File: src/rtl/sdu_seq_ctrl.sv
// Ultrasound TX/RX sequence controller.
// A block of max(num_ave,1) sequences runs from a set of shadowed settings.
// Each sequence is split into TX, guard and RX phases by a phase counter.
//
// state       | meaning
// ------------+--------------------------------------------------------------
// S_IDLE      | stopped, waiting for a ctrl write with run=1
// S_ARM       | check the settings, load the shadows, start the block
// S_WAIT_TRIG | waiting for a rising edge on ext_trig before the next sequence
// S_SEQ       | phase counter running through TX / guard / RX
module sdu_seq_ctrl #(
   parameter int BASE   = 0,
   parameter int CNT_W  = 32,
   parameter int AVE_W  = 16,
   parameter int NUM_CH = 4
) (
   input  logic              clk,
   input  logic              reset,
   input  logic              set_stb,
   input  logic [7:0]        set_addr,
   input  logic [31:0]       set_data,
   input  logic              ext_trig,
   output logic [NUM_CH-1:0] tx_en,
   output logic              rx_en,
   output logic              seq_done_strobe,
   output logic              ave_done_strobe,
   output logic [AVE_W-1:0]  seq_index,
   output logic              busy,
   output logic              cfg_err
);

   localparam logic [7:0] A_TX    = 8'(BASE);
   localparam logic [7:0] A_SEQ   = 8'(BASE + 1);
   localparam logic [7:0] A_AVE   = 8'(BASE + 2);
   localparam logic [7:0] A_CTRL  = 8'(BASE + 3);
   localparam logic [7:0] A_GUARD = 8'(BASE + 4);

   typedef enum logic [1:0] {S_IDLE, S_ARM, S_WAIT_TRIG, S_SEQ} state_t;

   state_t state_q, state_d;

   logic [CNT_W-1:0]  tx_len_q, tx_len_d, seq_len_q, seq_len_d, guard_len_q, guard_len_d;
   logic [AVE_W-1:0]  num_ave_q, num_ave_d;
   logic              run_q, run_d, cont_q, cont_d, trig_mode_q, trig_mode_d;
   logic [NUM_CH-1:0] ch_mask_q, ch_mask_d;
   logic              start_req_q, start_req_d, trig_prev_q, trig_prev_d;

   logic [CNT_W-1:0]  tx_s_q, tx_s_d, seq_s_q, seq_s_d, guard_s_q, guard_s_d;
   logic [AVE_W-1:0]  ave_s_q, ave_s_d;
   logic [NUM_CH-1:0] mask_s_q, mask_s_d;

   logic [CNT_W-1:0]  cnt_q, cnt_d;
   logic [AVE_W-1:0]  idx_q, idx_d;

   logic [NUM_CH-1:0] tx_en_q, tx_en_d;
   logic              rx_en_q, rx_en_d, seq_done_q, seq_done_d, ave_done_q, ave_done_d;
   logic              busy_q, busy_d, cfg_err_q, cfg_err_d;

   logic              wr_ctrl, abort_wr, trig_rise, cfg_ok, start_blk;
   logic [AVE_W-1:0]  idx_last;
   logic [CNT_W:0]    tx_guard_reg, tx_guard_s;

   // Settings register writes; the start request is delayed one cycle so
   // ARM sees the freshly written registers.
   always_comb begin
      wr_ctrl     = set_stb && (set_addr == A_CTRL);
      abort_wr    = wr_ctrl && set_data[3];
      tx_len_d    = (set_stb && set_addr == A_TX)    ? set_data[CNT_W-1:0] : tx_len_q;
      seq_len_d   = (set_stb && set_addr == A_SEQ)   ? set_data[CNT_W-1:0] : seq_len_q;
      guard_len_d = (set_stb && set_addr == A_GUARD) ? set_data[CNT_W-1:0] : guard_len_q;
      num_ave_d   = (set_stb && set_addr == A_AVE)   ? set_data[AVE_W-1:0] : num_ave_q;
      run_d       = run_q;
      cont_d      = cont_q;
      trig_mode_d = trig_mode_q;
      ch_mask_d   = ch_mask_q;
      if (wr_ctrl) begin
         run_d       = set_data[0] & ~set_data[3];
         cont_d      = set_data[1];
         trig_mode_d = set_data[2];
         ch_mask_d   = set_data[8 +: NUM_CH];
      end
      start_req_d = wr_ctrl && set_data[0] && !set_data[3];
      trig_prev_d = ext_trig;
      trig_rise   = ext_trig && !trig_prev_q;
   end

   // Sequencer next state, counters, shadows and registered output values.
   always_comb begin
      state_d    = state_q;
      cnt_d      = cnt_q;
      idx_d      = idx_q;
      tx_s_d     = tx_s_q;
      seq_s_d    = seq_s_q;
      guard_s_d  = guard_s_q;
      ave_s_d    = ave_s_q;
      mask_s_d   = mask_s_q;
      cfg_err_d  = cfg_err_q;
      seq_done_d = 1'b0;
      ave_done_d = 1'b0;
      start_blk  = 1'b0;
      tx_en_d    = '0;
      rx_en_d    = 1'b0;

      tx_guard_reg = {1'b0, tx_len_q} + {1'b0, guard_len_q};
      cfg_ok       = (seq_len_q != '0) && (tx_guard_reg < {1'b0, seq_len_q});
      idx_last     = (ave_s_q == '0) ? '0 : ave_s_q - AVE_W'(1);

      case (state_q)
         S_IDLE: begin
            idx_d = '0;
            if (start_req_q) state_d = S_ARM;
         end
         S_ARM: start_blk = 1'b1;
         S_WAIT_TRIG: begin
            if (!run_q) begin
               state_d = S_IDLE;
               idx_d   = '0;
            end else if (trig_rise) begin
               state_d = S_SEQ;
               cnt_d   = '0;
            end
         end
         S_SEQ: begin
            if (cnt_q == seq_s_q - CNT_W'(1)) begin
               seq_done_d = 1'b1;
               cnt_d      = '0;
               if (idx_q == idx_last) begin
                  ave_done_d = 1'b1;
                  idx_d      = '0;
                  if (cont_q && run_q) start_blk = 1'b1;
                  else                 state_d   = S_IDLE;
               end else if (!run_q) begin
                  state_d = S_IDLE;
                  idx_d   = '0;
               end else begin
                  idx_d   = idx_q + AVE_W'(1);
                  state_d = trig_mode_q ? S_WAIT_TRIG : S_SEQ;
               end
            end else begin
               cnt_d = cnt_q + CNT_W'(1);
            end
         end
         default: state_d = S_IDLE;
      endcase

      // Block start shared by ARM and continuous re-arm.
      if (start_blk) begin
         cnt_d = '0;
         if (cfg_ok) begin
            cfg_err_d = 1'b0;
            tx_s_d    = tx_len_q;
            seq_s_d   = seq_len_q;
            guard_s_d = guard_len_q;
            ave_s_d   = num_ave_q;
            mask_s_d  = ch_mask_q;
            state_d   = trig_mode_q ? S_WAIT_TRIG : S_SEQ;
         end else begin
            cfg_err_d = 1'b1;
            state_d   = S_IDLE;
         end
      end

      if (abort_wr) begin
         state_d    = S_IDLE;
         cnt_d      = '0;
         idx_d      = '0;
         seq_done_d = 1'b0;
         ave_done_d = 1'b0;
      end

      // Outputs are decoded from the next state so they line up with it.
      tx_guard_s = {1'b0, tx_s_d} + {1'b0, guard_s_d};
      if (state_d == S_SEQ) begin
         if (cnt_d < tx_s_d)                      tx_en_d = mask_s_d;
         else if ({1'b0, cnt_d} >= tx_guard_s)    rx_en_d = 1'b1;
      end
      busy_d = (state_d != S_IDLE);
   end

   // All state, settings and output registers; synchronous reset.
   always_ff @(posedge clk) begin
      if (reset) begin
         state_q     <= S_IDLE;
         tx_len_q    <= '0;
         seq_len_q   <= '0;
         guard_len_q <= '0;
         num_ave_q   <= '0;
         run_q       <= 1'b0;
         cont_q      <= 1'b0;
         trig_mode_q <= 1'b0;
         ch_mask_q   <= '0;
         start_req_q <= 1'b0;
         trig_prev_q <= 1'b0;
         tx_s_q      <= '0;
         seq_s_q     <= '0;
         guard_s_q   <= '0;
         ave_s_q     <= '0;
         mask_s_q    <= '0;
         cnt_q       <= '0;
         idx_q       <= '0;
         tx_en_q     <= '0;
         rx_en_q     <= 1'b0;
         seq_done_q  <= 1'b0;
         ave_done_q  <= 1'b0;
         busy_q      <= 1'b0;
         cfg_err_q   <= 1'b0;
      end else begin
         state_q     <= state_d;
         tx_len_q    <= tx_len_d;
         seq_len_q   <= seq_len_d;
         guard_len_q <= guard_len_d;
         num_ave_q   <= num_ave_d;
         run_q       <= run_d;
         cont_q      <= cont_d;
         trig_mode_q <= trig_mode_d;
         ch_mask_q   <= ch_mask_d;
         start_req_q <= start_req_d;
         trig_prev_q <= trig_prev_d;
         tx_s_q      <= tx_s_d;
         seq_s_q     <= seq_s_d;
         guard_s_q   <= guard_s_d;
         ave_s_q     <= ave_s_d;
         mask_s_q    <= mask_s_d;
         cnt_q       <= cnt_d;
         idx_q       <= idx_d;
         tx_en_q     <= tx_en_d;
         rx_en_q     <= rx_en_d;
         seq_done_q  <= seq_done_d;
         ave_done_q  <= ave_done_d;
         busy_q      <= busy_d;
         cfg_err_q   <= cfg_err_d;
      end
   end

   assign tx_en           = tx_en_q;
   assign rx_en           = rx_en_q;
   assign seq_done_strobe = seq_done_q;
   assign ave_done_strobe = ave_done_q;
   assign seq_index       = idx_q;
   assign busy            = busy_q;
   assign cfg_err         = cfg_err_q;

endmodule

File: config.mk
export PLATFORM = sky130hd
export DESIGN_NAME = sdu_seq_ctrl
export DESIGN_NICKNAME = d
export VERILOG_FILES = /design/src/rtl/sdu_seq_ctrl.sv
export SDC_FILE = /design/constraint.sdc
export NUM_CORES = 1
export LEC_CHECK = 0
export ABC_CLOCK_PERIOD_IN_PS = 12600
export BUFFER_PORTS_ARGS = -buffer_cell sky130_fd_sc_hd__buf_2
export CAP_MARGIN = 20
export CORE_MARGIN = 8
export CORE_UTILIZATION = 50
export DETAILED_ROUTE_END_ITERATION = 8
export MAX_ROUTING_LAYER = met4
export PLACE_DENSITY_LB_ADDON = 0.12
export SYNTH_ARGS = -nofsm -noshare
export SYNTH_HDL_FRONTEND = slang
export SYNTH_SLANG_ARGS = --single-unit
File: constraint.sdc
create_clock -name clk -period 12.6 [get_ports clk]
set_input_delay 0.63 -clock clk [delete_from_list [all_inputs] [get_ports clk]]
set_output_delay 0.63 -clock clk [all_outputs]
set_load 0.05 [all_outputs]
==> results of run 1 <==
## sequential cells by signal (all words and copies together) (netlist names), 16 cells and up
| signal | cells |
|---|---|
| ave_s_q | 16 |
| cnt_q | 32 |
| guard_len_q | 32 |
| guard_s_q | 32 |
| num_ave_q | 16 |
| seq_index | 16 |
| seq_len_q | 32 |
| seq_s_q | 32 |
| tx_len_q | 32 |
| tx_s_q | 32 |
## kinds of logic (layout without fill, tap and decap cells)
kind of cell	after synthesis	after routing	share of synthesized area
AOI/OAI and AO/OA	594	594	0.195
muxes	42	42	0.0222
DFF	296	296	0.313
buffers and inverters	229	250	0.0458
and+or+nand+nor	1040	1040	0.260
adders and majority gates	167	167	0.111
xor gates and xnor gates	116	116	0.0537
## worst reg2reg max path: cells and delay by family (launching register included)
kind                       cells  cell delay (ps)
DFF                            1              330
AOI/OAI and AO/OA             24             5120
buffers and inverters          1              470
and+or+nand+nor               16             2620
xor gates and xnor gates       1              140
adders and majority gates      5             1550
## cells in the final DEF (no fill, tap or decap), types with 11 or more instances in the layout
cell type / n
xor2_1: 43
xnor2_1: 73
buf_2: 67
buf_4: 21
o31ai_1: 12
clkbuf_16: 35
a21oi_1: 283
o21ai_0: 80
nor3_1: 47
mux2i_1: 42
o21bai_1: 19
nor2b_1: 78
and4_1: 11
a21o_1: 40
nand2b_1: 18
and3_1: 26
nand4_1: 37
or3_1: 21
a31oi_1: 20
inv_1: 99
o211ai_1: 13
ha_1: 160
dfxtp_1: 296
nand3_1: 44
nor3b_1: 11
nor2_1: 130
nand2_1: 524
and2_1: 16
o21a_1: 24
nor4_1: 26
clkbuf_1: 12
## synth_stat cells (7+ instances only)
| master | count |
|---|---|
| a211o_1 | 7 |
| a211oi_1 | 9 |
| a21o_1 | 40 |
| a21oi_1 | 283 |
| a311oi_1 | 8 |
| a31o_2 | 8 |
| a31oi_1 | 20 |
| and2_1 | 16 |
| and3_1 | 26 |
| and4_1 | 11 |
| buf_1 | 7 |
| clkbuf_1 | 117 |
| dfxtp_1 | 296 |
| ha_1 | 160 |
| inv_1 | 99 |
| mux2i_1 | 42 |
| nand2_1 | 525 |
| nand2b_1 | 18 |
| nand3_1 | 44 |
| nand3b_1 | 7 |
| nand4_1 | 37 |
| nor2_1 | 133 |
| nor2b_1 | 78 |
| nor3_1 | 47 |
| nor3b_1 | 11 |
| nor4_1 | 27 |
| o211ai_1 | 13 |
| o21a_1 | 24 |
| o21ai_0 | 80 |
| o21bai_1 | 19 |
| o31ai_1 | 12 |
| or2_2 | 8 |
| or3_1 | 21 |
| or3b_2 | 7 |
| or4_1 | 8 |
| xnor2_1 | 73 |
| xor2_1 | 43 |
## through the flow
| stage | util | hold slack, ps |
|---|---|---|
| 6_report | 0.552 | 318 |
| 5_1_grt | 0.552 | 335 |
| 4_1_cts | 0.552 | 297 |
| 3_5_place_dp | 0.522 | 447 |
| 3_3_place_gp | 0.522 | 444 |
| 2_1_floorplan | - | 432 |
## area by class of cell
| type | count | area, um^2 | share of cell area |
|---|---|---|---|
| Clock buffer | 51 | 976 | 0.0472 |
| Clock inverter | 9 | 119 | 0.00574 |
| Inverter | 100 | 375 | 0.0181 |
| Multi-Input combinational cell | 1959 | 12100 | 0.587 |
| Sequential cell | 296 | 5930 | 0.286 |
| Tap cell | 511 | 639 | 0.0309 |
| Timing Repair Buffer | 90 | 518 | 0.0250 |
## final timing paths
check | slack [ps] | to
min reg2reg | 450 | ave_s_q[2]
max | 2220 | rx_en
max reg2reg | 2220 | rx_en
min | 320 | trig_prev_q
## power breakdown
group	internal [uW]	total (uW)	switching (uW)	leakage [uW]
Combinational	8.49	36.0	27.5	0.00595
Clock	563	975	412	0.000523
Sequential	937	937	0.658	0.00238
## metal layers
| layer | up-vias | wire, um | global-route usage |
|---|---|---|---|
| met5 | - | 0 | - |
| met4 | 0 | 1810 | 0.0840 |
| met3 | 113 | 4300 | 0.0472 |
| met2 | 604 | 25000 | 0.393 |
| met1 | 8430 | 27600 | 0.370 |
| li1 | 8678 | - | - |
==> key figures, run 1 <==
Global routing
  • First-pass GRT wire length: 92400 um
  • Total Routing Usage GR: 0.268
  • Vias in the first global route: 16857
  • Antenna violations before repair: 0
  • GRT overflow: 0
  • Largest net degree at the start of global routing: 107

Critical path
  • Stages on worst setup path: 47
  • FF-to-FF path depth: 47
  • Crit path from: tx_len_q[1]
  • Setup CP Type: flip-flop to flip-flop
  • Crit end category: flip-flop
  • CP bufs+invs: 1
  • Reg-to-Reg Start: tx_len_q[1]
  • Worst Path Max Fanout: 29
  • Crit-path leading delay family: compound AO/OA/AOI/OAI gates
  • CP arrival: 10810 ps
  • Crit path launch type: flip-flop
  • Crit-path max cell delay: 730 ps
  • Critical-path top delay cell: nor2_4
  • CP dominant cell by count: nand2_1
  • Critical Path RT: 13030 ps

Floorplan
  • Row count: 71
  • Die height: 210 um
  • IO Pins: 69
  • Die Area: 44300 um^2
  • Die W: 210 um
  • Core box area: 37500 um^2
  • Starting Density: 0.504

Job
  • # Max-Cap Violations: 0

Logic synthesis
  • Yosys cell types: 83
  • Biggest area consumer among synthesized cells: dfxtp_1
  • Syn nets: 2690
  • EDFF count, synth: 0
  • Sequential area share after synthesis: 0.313
  • Fraction of registers with async set/reset: 0
  • Avg Synthesized Cell Area: 7.61 um^2
  • Post-Synthesis Cells: 2484
  • Most frequently used flop master after synthesis: dfxtp_1
  • Ys Warns: 0
  • Share of the synthesized area in the top cell type: 0.313
  • Netlist Area Pre-Place: 18900 um^2
  • Synth top area cells: dfxtp_1, ha_1, nand2_1, a21oi_1, xnor2_1
  • FF+latch count, synth: 296

CTS
  • Bufs on Longest Clock Path: 3
  • Hold_buf cts: 0
  • CTS tree: yes
  • CTS resizes: 0
  • Worst-path clk slew: 60 ps
  • Clock Tree Root: clkbuf_16
  • Clock Latency Late Sink: 560 ps
  • TritonCTS Buffers: 35
  • CTS Sinks: 296
  • CTS H-tree depth: 2
  • # Post-CTS Setup Buffers: 0

Pwr
  • Leakage: 0.00886 uW
  • Power per cell area: 94.1 nW/um^2
  • Maximum VDD drop: 0.0000859 V
  • Overall power: 1950 uW

Cells and area
  • Final Instance Count excl. Fillers: 3016
  • Final Instance Area: 20700 um^2
  • ANT cells: 0
  • # fillers: 3651
  • Area growth from synthesis to layout: 9.46%
  • Nets@finish: 2688
  • Layout cells sized above 1: 0.0719

Route
  • DR vias: 17825
  • Final wirelength: 58800 um
  • 1st-iter DRT viols: 1665
  • Pre-antenna DRT Iters: 7
  • Vias per cell: 5.91
  • Routed WL per cell: 19.5 um
  • Drt drc: 0
  • Post-route ant nets: 0

Hold path
  • Hold path start: ext_trig
  • Hold depth: 2
  • Hold crit path type: input pin to flip-flop

Timing
  • Fin Clk Skew: 21.0 ps
  • Final setup fails: 0
  • Slew of the pin with the lowest slew margin: 1080 ps
  • Pins Over Slew Limit: 0
  • PnR worst setup slack: 2220 ps
  • Setup TNS: 0 ps
  • Period utilisation layout: 0.824
  • RSZ-0062 raised after global routing: no
  • Slew HR: 0.283
  • Tmin final: 10380 ps
  • Highest clock rate: 96.3 MHz
  • Final Hold Vio Count: 0

Placement
  • Post-place setup slack: 2420 ps
  • Final RePlAce weighted congestion: 0.978
  • HPWL Detailed: 44600 um
  • Post-Place Cells: 2955
  • Placed Area: 19600 um^2
  • Number of port buffers: 68

Status
  • Status: completed
Power figures use the tool's default switching activity.
==> run 2: changes to the inputs <==
Settings changed: ABC_CLOCK_PERIOD_IN_PS 12600 to 8950.
Clock period 12.6 ns to 8.95 ns, I/O delays scaled along.
==> run 2 against run 1 <==
  * Fmax increased by 21%
  * Final area rose by 8.4%
  * Clock-buffer cell count unchanged
  * Via count is 3.1% higher
  * Clock skew up 14 ps
  * Total power increased by 47%
  * Largest power group unchanged
  * Sequential share of layout area is 2.2 points lower
==> key figures, run 2 (same netlist as run 1, synthesis figures left out) <==
Timing
  • Final setup fails: 0 (unchanged)
  • Final Hold Vio Count: 0 (unchanged)
  • Tmin final: 8540 ps (was 10380 ps)
  • Highest clock rate: 117 MHz (was 96.3 MHz)
  • Slew of the pin with the lowest slew margin: 1090 ps (was 1080 ps)
  • Period utilisation layout: 0.955 (was 0.824)
  • Slew HR: 0.274 (was 0.283)
  • Pins Over Slew Limit: 0 (unchanged)
  • Hold WS: 123 ps (was 318 ps)
  • Fin Clk Skew: 34.5 ps (was 21.0 ps)
  • PnR worst setup slack: 407 ps (was 2220 ps)
  • Setup TNS: 0 ps (unchanged)

Pwr
  • Power per cell area: 128 nW/um^2 (was 94.1 nW/um^2)
  • Leakage: 0.00981 uW (was 0.00886 uW)
  • P_int: 2230 uW (was 1510 uW)
  • Overall power: 2870 uW (was 1950 uW)
  • Maximum VDD drop: 0.000138 V (was 0.0000859 V)
  • Clock Power Share: 0.522 (was 0.500)
  • Sequential share of power: 0.459 (was 0.481)
  • Switching share of power: 0.223 (was 0.226)
  • Comb power frac: 0.019 (was 0.018)
  • Switch Pwr: 641 uW (was 440 uW)

Critical path
  • Reg2Reg Setup Slack: 410 ps (was 2220 ps)
  • Reg-to-Reg Start: guard_len_q[2] (was tx_len_q[1])
  • Worst Path Max Fanout: 17 (was 29)
  • Crit-path max cell delay: 370 ps (was 730 ps)
  • CP arrival: 8980 ps (was 10810 ps)
  • CP dominant cell by count: buf_4 (was nand2_1)
  • Worst r2r dst: rx_en (unchanged)
  • Critical-path top delay cell: o41a_1 (was nor2_4)
  • Critical Path RT: 9390 ps (was 13030 ps)
  • Setup CP Type: flip-flop to flip-flop (unchanged)
  • FF-to-FF path depth: 47 (unchanged)
  • Crit end category: flip-flop (unchanged)
  • Crit path launch type: flip-flop (unchanged)

Placement
  • Placed Area: 20900 um^2 (was 19600 um^2)
  • Final RePlAce weighted congestion: 0.931 (was 0.978)
  • Number of port buffers: 68 (unchanged)
  • HPWL Detailed: 46000 um (was 44600 um)
  • Post-place setup slack: -461 ps (was 2420 ps)

Global routing
  • GRT overflow: 0 (unchanged)
  • First-pass GRT wire length: 94600 um (was 92400 um)
  • Largest net degree at the start of global routing: 101 (was 107)
  • Total Routing Usage GR: 0.274 (was 0.268)
  • Antenna violations before repair: 0 (unchanged)
  • Vias in the first global route: 17152 (was 16857)

Hold path
  • Hold EP: trig_prev_q (unchanged)
  • Hold depth: 2 (unchanged)
  • Hold crit path type: input pin to flip-flop (unchanged)
  • Hold path start: ext_trig (unchanged)

Cells and area
  • ANT cells: 0 (unchanged)
  • Most common cell after layout, fill and taps aside: nand2_1 (unchanged)
  • Nets@finish: 2863 (was 2688)
  • Layout cells sized above 1: 0.154 (was 0.0719)
  • Final Instance Area: 22400 um^2 (was 20700 um^2)
  • # fillers: 3543 (was 3651)
  • Most frequent cells in the layout: nand2_1, dfxtp_1, a21oi_1 (unchanged)
  • Area growth from synthesis to layout: 18.6% (was 9.46%)

CTS
  • CTS Sinks: 296 (unchanged)
  • Bufs on Longest Clock Path: 3 (unchanged)
  • CTS tree: yes (unchanged)
  • Hold_buf cts: 0 (unchanged)
  • Clock Tree Root: clkbuf_16 (unchanged)
  • CTS H-tree depth: 2 (unchanged)
  • Worst-path clk slew: 60 ps (about the same)
  • TritonCTS Buffers: 35 (unchanged)
  • Clock Latency Late Sink: 560 ps (about the same)

Floorplan
  • Die Area: 44300 um^2 (unchanged)
  • Row count: 71 (unchanged)
  • Starting Density: 0.504 (unchanged)
  • Core box area: 37500 um^2 (unchanged)
  • Die W: 210 um (unchanged)
  • IO Pins: 69 (unchanged)
  • Die height: 210 um (unchanged)

Route
  • Drt drc: 0 (unchanged)
  • DR vias: 18386 (was 17825)
  • Post-route ant nets: 0 (unchanged)
  • Final wirelength: 61200 um (was 58800 um)
  • Pre-antenna DRT Iters: 7 (unchanged)
  • 1st-iter DRT viols: 1348 (was 1665)
  • Vias per cell: 5.75 (was 5.91)
  • Routed WL per cell: 19.1 um (was 19.5 um)

Job
  • # Max-Cap Violations: 0 (unchanged)

Status
  • Status: completed (unchanged)
[run 2: timing repair]
action	in CTS	in global routing
pin swaps	2	36
setup buffers	0	6
resized for setup	14	60
endpoints found under the setup margin	1	1
[run 2: per-stage QoR]
step / std cells / util
floorplan: 2484 / -
global placement: 3125 / 0.557
detailed placement: 3125 / 0.557
CTS: 3189 / 0.590
global route: 3195 / 0.598
finish: 3195 / 0.598
[run 2: area by class of cell]
type,count,area [um^2],share of cell area
Tap cell,511,639,0.0285
Sequential cell,296,5930,0.264
Timing Repair Buffer,265,1850,0.0825
Clock buffer,51,1040,0.0462
Clock inverter,13,188,0.00837
Inverter,100,375,0.0167
Multi-Input combinational cell,1959,12400,0.553
[run 2: worst max path at each step]
stage	slack (ps)	cells past startpoint	start	endpoint
2_1_floorplan	250	48	tx_len_q[1]	rx_en
6_report	410	47	guard_len_q[2]	rx_en
3_3_place_gp	-140	47	tx_len_q[1]	rx_en
4_1_cts	30	47	guard_len_q[2]	rx_en
3_5_place_dp	-460	47	tx_len_q[1]	rx_en
5_1_grt	-110	50	tx_len_q[1]	rx_en
[run 2: routing by layer]
layer / track usage / wire (um)
met5: - / 0
met1: 0.381 / 29400
met2: 0.416 / 26700
met3: 0.0307 / 3510
met4: 0.0825 / 1590
[run 2: worst max-delay path, delay by kind of cell, from the launching register on]
| kind | cells | cell delay (ps) |
|---|---|---|
| flip-flops | 1 | 330 |
| adder cells (fa/ha/maj) | 4 | 1180 |
| XOR/XNOR | 2 | 270 |
| multiplexers | 1 | 200 |
| AND/OR/NAND/NOR | 13 | 1630 |
| AO/OA/AOI/OAI | 18 | 3450 |
| buffers and inverters | 9 | 1320 |
[run 2: power by group through the flow]
stage,registers [uW],logic (uW),clock network (uW)
2_1_floorplan,1350,23.6,0
3_3_place_gp,1350,52.3,0
3_5_place_dp,1350,52.8,0
4_1_cts,1320,53.3,1520
5_1_grt,1320,58.2,1570
6_report,1320,54.8,1500
==> run 3: changes to the inputs <==
Settings changed: ABC_CLOCK_PERIOD_IN_PS 8950 to 8800, REMOVE_ABC_BUFFERS from default to 1, SLEW_MARGIN from default to 20.
Clock period 8.95 ns to 8.8 ns, I/O delays scaled along.
==> run 3 against run 2 <==
  * Setup slack worse by 170 ps
  * Largest cell class unchanged
  * Wire length down 0.98%
  * Global-route usage shrank 0.085 points
  * Fmax is 0.20% lower
  * Clock skew is 12 ps lower
  * Clock power grew 9%
  * Final area increased by 2.1%
  * Critical path type unchanged
  * Sequential power about the same
  * Flip-flop and latch count did not move
  * Cell count up 0.63%
==> key figures, run 3 (same netlist as run 1, synthesis figures left out) <==
Placement
  • Post-place setup slack: -677 ps (was -461 ps)
  • Final RePlAce weighted congestion: 0.925 (was 0.931)
  • Number of port buffers: 68 (unchanged)
  • Post-Place Cells: 3126 (was 3125)
  • HPWL Detailed: 45000 um (was 46000 um)

Route
  • Final wirelength: 60600 um (was 61200 um)
  • Post-route ant nets: 0 (unchanged)
  • DR vias: 18476 (was 18386)
  • Pre-antenna DRT Iters: 5 (was 7)
  • Drt drc: 0 (unchanged)
  • Vias per cell: 5.75 (about the same)
  • 1st-iter DRT viols: 1403 (was 1348)
  • Routed WL per cell: 18.8 um (was 19.1 um)

CTS
  • Clock Latency Late Sink: 540 ps (was 560 ps)
  • CTS H-tree depth: 2 (unchanged)
  • Bufs on Longest Clock Path: 3 (unchanged)
  • Worst-path clk slew: 60 ps (about the same)
  • TritonCTS Buffers: 36 (was 35)
  • CTS Sinks: 296 (unchanged)
  • Hold_buf cts: 0 (unchanged)
  • CTS tree: yes (unchanged)
  • Clock Tree Root: clkbuf_16 (unchanged)

Cells and area
  • Most common cell after layout, fill and taps aside: nand2_1 (unchanged)
  • Util after Layout: 0.611 (was 0.598)
  • Area growth from synthesis to layout: 21.1% (was 18.6%)
  • Nets@finish: 2885 (was 2863)
  • Final Instance Count excl. Fillers: 3215 (was 3195)
  • # fillers: 3490 (was 3543)
  • Most frequent cells in the layout: nand2_1, dfxtp_1, a21oi_1 (unchanged)
  • ANT cells: 0 (unchanged)
  • Layout cells sized above 1: 0.172 (was 0.154)

Timing
  • Slew of the pin with the lowest slew margin: 1090 ps (about the same)
  • Period utilisation layout: 0.973 (was 0.955)
  • Slew HR: 0.276 (was 0.274)
  • Fin Clk Skew: 22.5 ps (was 34.5 ps)
  • Tmin final: 8560 ps (was 8540 ps)
  • Final Hold Vio Count: 0 (unchanged)
  • Final setup fails: 0 (unchanged)
  • Highest clock rate: 117 MHz (about the same)
  • Pins Over Slew Limit: 0 (unchanged)
  • PnR worst setup slack: 240 ps (was 407 ps)

Global routing
  • GRT overflow: 0 (unchanged)
  • Antenna violations before repair: 1 (was 0)
  • Largest net degree at the start of global routing: 105 (was 101)
  • Vias in the first global route: 17896 (was 17152)
  • First-pass GRT wire length: 95200 um (was 94600 um)
  • Total Routing Usage GR: 0.274 (about the same)

Critical path
  • Reg-to-Reg Start: tx_len_q[2] (was guard_len_q[2])
  • Crit path launch type: flip-flop (unchanged)
  • Setup CP Type: flip-flop to flip-flop (unchanged)
  • Crit path from: tx_len_q[2] (was guard_len_q[2])
  • Crit-path leading delay family: compound AO/OA/AOI/OAI gates (unchanged)
  • Critical Path RT: 9210 ps (was 9390 ps)
  • Critical-path top delay cell: maj3_1 (was o41a_1)
  • CP arrival: 8970 ps (was 8980 ps)
  • CP bufs+invs: 6 (was 9)
  • Crit end category: flip-flop (unchanged)
  • Crit-path max cell delay: 390 ps (was 370 ps)
  • Worst Path Max Fanout: 4 (was 17)

Pwr
  • Maximum VDD drop: 0.000158 V (was 0.000138 V)
  • Comb power frac: 0.018 (was 0.019)
  • Overall power: 3040 uW (was 2870 uW)
  • Power per cell area: 133 nW/um^2 (was 128 nW/um^2)
  • Leakage: 0.00996 uW (was 0.00981 uW)
  • Sequential share of power: 0.442 (was 0.459)
  • Switch Pwr: 652 uW (was 641 uW)
  • Clock Power Share: 0.540 (was 0.522)
  • P_int: 2380 uW (was 2230 uW)
  • Switching share of power: 0.215 (was 0.223)

Floorplan
  • Die W: 210 um (unchanged)
  • Die height: 210 um (unchanged)
  • Row count: 71 (unchanged)
  • IO Pins: 69 (unchanged)
  • Die Area: 44300 um^2 (unchanged)
  • Core box area: 37500 um^2 (unchanged)
  • Starting Density: 0.504 (unchanged)

Hold path
  • Hold crit path type: input pin to flip-flop (unchanged)
  • Hold path start: ext_trig (unchanged)

Job
  • # Max-Cap Violations: 0 (unchanged)

Status
  • Status: completed (unchanged)
==> run 3: layer usage <==
layer,GRT usage,up-vias,wire [um]
met5,-,-,0
met3,0.0351,146,3010
li1,-,9083,-
met4,0.121,0,2900
met1,0.324,8726,25800
met2,0.462,521,28900
==> run 3: path summary, 6_finish.rpt <==
kind,depth (start not counted),end,slack (ps)
max,50,rx_en,240
min,2,trig_prev_q,140
max reg2reg,50,rx_en,240
min reg2reg,2,num_ave_q[1],460
==> run 3: area by class of cell <==
class	instances	area (um^2)	share of cell area
clock inverter	19	308	0.0134
sequential	296	5930	0.259
inverter	100	375	0.0164
multi-input combinational	1960	12600	0.551
tap	511	639	0.0279
timing repair buffer	285	2040	0.0892
clock buffer	44	982	0.0429
==> run 3: metrics by stage <==
stage / instance area [um^2] / hold slack (ps) / setup TNS (ps)
6_report: 22900 / 139 / 0
5_1_grt: 22900 / 156 / -214
4_1_cts: 22300 / 129 / 0
3_5_place_dp: 20900 / 445 / -677
3_3_place_gp: 20900 / 436 / -480
2_1_floorplan: 18400 / 426 / -1790
==> run 3: power by group through the flow <==
stage               registers, uW  clock network (uW)  logic, uW
finish                       1340                1640       53.7
global route                 1340                1730       57.8
CTS                          1340                1660       52.3
detailed placement           1370                   0       51.9
global placement             1370                   0       51.8
floorplan                    1370                   0       7.25
==> run 3: what timing repair did <==
item / 4_1_cts / 5_1_grt
pin swaps: 25 / 65
endpoints found under the setup margin: 1 / 5
resized for setup: 31 / 98
cloned: 0 / 2
buffers inserted: 6 / 18
